--- src/rtl/fetch_ctrl.sv ---
// Instruction fetch controller: one outstanding request at a time, redirect
// (trap over jump) with kill of in-flight responses, registered output stage.
module fetch_ctrl #(
  parameter logic [31:0] RESET_ADDR = 32'h0000_0000
) (
  input  logic        clk,
  input  logic        rst,
  input  logic        jump_flag,
  input  logic [31:0] jump_addr,
  input  logic        trap_flag,
  input  logic [31:0] trap_addr,
  output logic        imem_req,
  output logic [31:0] imem_addr,
  input  logic        imem_gnt,
  input  logic        imem_rvalid,
  input  logic [31:0] imem_rdata,
  output logic        inst_valid,
  input  logic        inst_ready,
  output logic [31:0] inst_out,
  output logic [31:0] inst_pc,
  output logic [31:0] pc_out
);

  localparam logic [31:0] NOP = 32'h0000_0013;

  typedef enum logic [1:0] {IDLE, REQ, RESP, OUT} state_t;

  state_t      state, state_nxt;
  logic        kill, kill_nxt;
  logic [31:0] pc_nxt;
  logic        capture, drop_valid;
  logic        redir;
  logic [31:0] target;

  assign redir     = trap_flag | jump_flag;
  assign target    = trap_flag ? trap_addr : jump_addr;
  assign imem_req  = (state == REQ);
  assign imem_addr = pc_out;

  always_comb begin
    state_nxt  = state;
    kill_nxt   = kill;
    pc_nxt     = pc_out;
    capture    = 1'b0;
    drop_valid = 1'b0;
    case (state)
      IDLE: state_nxt = REQ;
      REQ: begin
        // A redirect coinciding with the grant still owes us a response,
        // so track it with kill and throw the data away on arrival.
        if (imem_gnt) begin
          state_nxt = RESP;
          kill_nxt  = redir;
        end
      end
      RESP: begin
        if (imem_rvalid) begin
          if (kill || redir) begin
            state_nxt = REQ;
            kill_nxt  = 1'b0;
          end else begin
            state_nxt = OUT;
            capture   = 1'b1;
          end
        end else if (redir) begin
          kill_nxt = 1'b1;
        end
      end
      OUT: begin
        if (redir || inst_ready) begin
          state_nxt  = REQ;
          drop_valid = 1'b1;
          if (!redir) pc_nxt = pc_out + 32'd4;
        end
      end
      default: state_nxt = IDLE;
    endcase
    if (redir) pc_nxt = target;
  end

  always_ff @(posedge clk) begin
    if (rst) begin
      state      <= IDLE;
      kill       <= 1'b0;
      pc_out     <= RESET_ADDR;
      inst_valid <= 1'b0;
      inst_out   <= NOP;
      inst_pc    <= RESET_ADDR;
    end else begin
      state  <= state_nxt;
      kill   <= kill_nxt;
      pc_out <= pc_nxt;
      if (capture) begin
        inst_valid <= 1'b1;
        inst_out   <= imem_rdata;
        inst_pc    <= pc_out;
      end else if (drop_valid) begin
        inst_valid <= 1'b0;
      end
    end
  end

endmodule
--- config.mk ---
export PLATFORM = sky130hd
export DESIGN_NAME = fetch_ctrl
export DESIGN_NICKNAME = d
export VERILOG_FILES = /design/src/rtl/fetch_ctrl.sv
export SDC_FILE = /design/constraint.sdc
export NUM_CORES = 1
export LEC_CHECK = 0
export ABC_AREA = 1
export BUFFER_PORTS_ARGS = -buffer_cell sky130_fd_sc_hd__clkbuf_2
export CORE_MARGIN = 10
export CORE_UTILIZATION = 43
export DETAILED_ROUTE_END_ITERATION = 16
export PLACE_DENSITY = 0.77
export SLEW_MARGIN = 25
export SYNTH_ARGS = -nofsm -noshare
export SYNTH_HDL_FRONTEND = slang
export SYNTH_SLANG_ARGS = --single-unit
--- constraint.sdc ---
create_clock -name clk -period 1.4 [get_ports clk]
set_input_delay 0.07 -clock clk [delete_from_list [all_inputs] [get_ports clk]]
set_output_delay 0.07 -clock clk [all_outputs]
set_load 0.02 [all_outputs]
==> metrics.txt <==
status=finished with violations; failing checks=negative setup slack; switch share=30.4%; CP top delay family=buffers and inverters; Crit. End Element=register; dpl cells=1148; Seq/Total Area, Yosys=38.2%; fin crit share=112%; Finish-stage setup viols=97; Leakage=0.00389 uW; synth top area cells=dfxtp_1 38%, nor2_1 12%, nand2_1 11%; IO Pins=233; Pwr per Cell Area=968 nW/um^2; mean post-synth cell area=6.73 sq um; Hold EP=imem_addr[6]; DR iter-0 viols=411; Sequential Power Share=41.1%; largest net degree at the start of global routing=99; relative slew slack=67.8%; Final WS setup=-163 ps; post-synth top area cell=dfxtp_1; drt first pass iters=5; flops & latches, synth=100; global-route usage over all layers=22.1%; setup slack, reg-to-reg=-160 ps; setup TNS=-8780 ps; routed length per instance=16.1 um; Core Area=12000 sq um; layout cells sized above 1=38.6%; post-synthesis net count=887; commonest non-fill, non-tap cell in the layout=clkbuf_2; DR vias/cell=5.04; starting density of the core=43.8%; chip height=130 um; clk sinks=100; antenna violations before repair=0; first-pass GRT wire length=30000 um; depth of the most critical reg-to-reg path=11; Critical R2R Launch=state[0]; Post-DP HPWL=13700 um; switching pwr=2330 uW; final wirelength=19700 um; clock power share=32.7%; Worst Path Arrival=1850 ps; Hold Worst Slack=59.3 ps; HP Start=trap_addr[6]; critical path fanouts, max=7; logic gate share of total power=26.2%; Post-Syn Area=5240 sq um; vias=6167; Synth cell types=29; Antenna Nets Post-Route=0; Peak VDD IR=0.000650 V; insertion delay to the later sink of the worst-skew pair=340 ps; Clock transition at path regs=70 ps; Hold Path Depth=3; clk buf depth=2; Worst R2R End=inst_out[5]; number of max-slew violations in the final report=0; H-tree depth=3; Clock Skew=8.26 ps; Min-Delay Path Class=input port to register; min Tclk post-route=1560 ps; Non-Filler Instances=1223; P&R area growth vs syn=51.0%; # DRC=0; TritonCTS clock tree=built; slowest CP cell=dfxtp_2; Port Buffers=232; crit-path most repeated cell=inv_2; RePlAce Congestion=0.906; Cell Chain, Critical Path=inv_2 > ha_4 > inv_2 > nor2_2 > nand2_2 > nor2_4 > buf_6 > buf_12 > buf_16 > o21ai_0 > nor2_1; YS warnings=0; Pint=5330 uW; GRT Residual Overflow=0; crit start category=register; Least-Margin Pin Slew=484 ps; row count=40; MaxCap Viol Count=0; Critical Path RT=1690 ps; TritonCTS Buffers=9; Hold Fails Final Rpt=0; most frequent cells in the layout=232 x clkbuf_2, 154 x nor2_1, 153 x nand2_1; Fillers=1005; Worst path max stage delay=330 ps; critical setup path kind=register to register; Root Buffer=clkbuf_16; top cell type's share of synthesized area=38.2%; Cells after Synth=779; RSZ-0062 raised after global routing=yes; Max Fclk=640 MHz; DIE AREA=17000 sq um; nets@finish=1178; vias in the first global route=5931; DIE WIDTH=130 um; crit path buf inv count=5
==> repair_timing <==
item,in CTS,in global routing
endpoints found under the hold margin,36,0
buffers inserted,10,7
cloned,6,1
setup endpoints to repair,94,98
hold buffers,38,0
pin swaps,15,17
resized for setup,87,45
==> cell usage after synthesis <==
| master | instances |
|---|---|
| a211oi_1 | 1 |
| a21oi_1 | 68 |
| a21oi_2 | 4 |
| a31oi_1 | 4 |
| buf_1 | 2 |
| buf_2 | 20 |
| buf_4 | 33 |
| buf_6 | 5 |
| clkbuf_1 | 14 |
| dfxtp_1 | 100 |
| ha_1 | 5 |
| inv_1 | 29 |
| inv_2 | 4 |
| nand2_1 | 158 |
| nand2_2 | 5 |
| nand2_4 | 1 |
| nand3_1 | 17 |
| nand3b_1 | 6 |
| nor2_1 | 168 |
| nor2_2 | 4 |
| nor2_4 | 10 |
| nor3_1 | 1 |
| o211ai_1 | 2 |
| o21ai_0 | 101 |
| o21ai_1 | 5 |
| o22ai_1 | 2 |
| or2_2 | 1 |
| xnor2_1 | 5 |
| xor2_1 | 4 |
==> flip-flops by register name (all words and copies together) (netlist names) <==
name,count
imem_addr,32
inst_out,32
inst_pc,32
inst_valid,1
kill,1
state,2
==> worst register-to-register path, delay by kind of cell, from the launching register on <==
| family | cells | cell delay, ps |
|---|---|---|
| AND/OR/NAND/NOR | 4 | 460 |
| flip-flops | 1 | 330 |
| adder cells (fa/ha/maj) | 1 | 130 |
| AO/OA/AOI/OAI | 1 | 80 |
| buffers and inverters | 5 | 500 |
==> final cells by class <==
type | instances | area [sq um] | area share [%]
Timing Repair Buffer | 354 | 2420 | 30.6
Clock buffer | 14 | 254 | 3.21
Antenna cell | 1 | 2.50 | 0.0316
Multi-Input combinational cell | 572 | 2860 | 36.1
Tap cell | 147 | 184 | 2.32
Clock inverter | 2 | 35.0 | 0.443
Sequential cell | 100 | 2020 | 25.6
Inverter | 33 | 131 | 1.66
==> kinds of logic (layout without fill, tap and decap cells) <==
group / Yosys count / in the layout / synth area share (%)
xor+xnor: 9 / 9 / 1.50
buf+inv: 107 / 403 / 11.2
simple gates: 371 / 371 / 29.5
flops: 100 / 100 / 38.2
compound gates: 187 / 187 / 18.4
fa+ha+maj: 5 / 5 / 1.19
other cells: 0 / 1 / 0
==> power groups by stage <==
| stage | sequential [uW] | combinational (uW) | clock [uW] |
|---|---|---|---|
| final | 3150 | 2010 | 2500 |
| after detailed placement | 3190 | 1620 | 0 |
| after CTS | 3140 | 1900 | 2530 |
| after floorplan | 3380 | 803 | 0 |
| after global routing | 3170 | 2180 | 2640 |
| after global placement | 3190 | 1600 | 0 |
==> how the worst max path moves through the flow <==
stage | startpoint | endpoint | cells after the start
detailed placement | state[0] | inst_pc[23] | 9
finish | state[0] | inst_out[5] | 11
global route | state[0] | inst_out[3] | 11
floorplan | imem_addr[3] | imem_addr[24] | 10
global placement | state[0] | inst_pc[12] | 10
CTS | state[0] | inst_pc[25] | 10
==> layer usage <==
layer	vias up	share of wire [%]	wire length, um	GRT usage [%]
met3	29	9.3	1840	7.49
met1	2834	40	7900	25.4
met4	0	1.9	376	7.59
met5	-	0	0	0
li1	3067	-	-	-
met2	237	49	9620	37.9
==> metrics by stage <==
step           worst slack (ps)  cell area (sq um)  power, uW  util (%)
4_1_cts                    -160               7790       7570      65.1
6_report                   -163               7910       7660      66.2
3_5_place_dp               -171               6700       4810      56.0
5_1_grt                    -253               7910       7990      66.1
3_3_place_gp               -103               6700       4790      56.0
2_1_floorplan             0.419               5280       4180         -
Power figures use the tool's default switching activity.
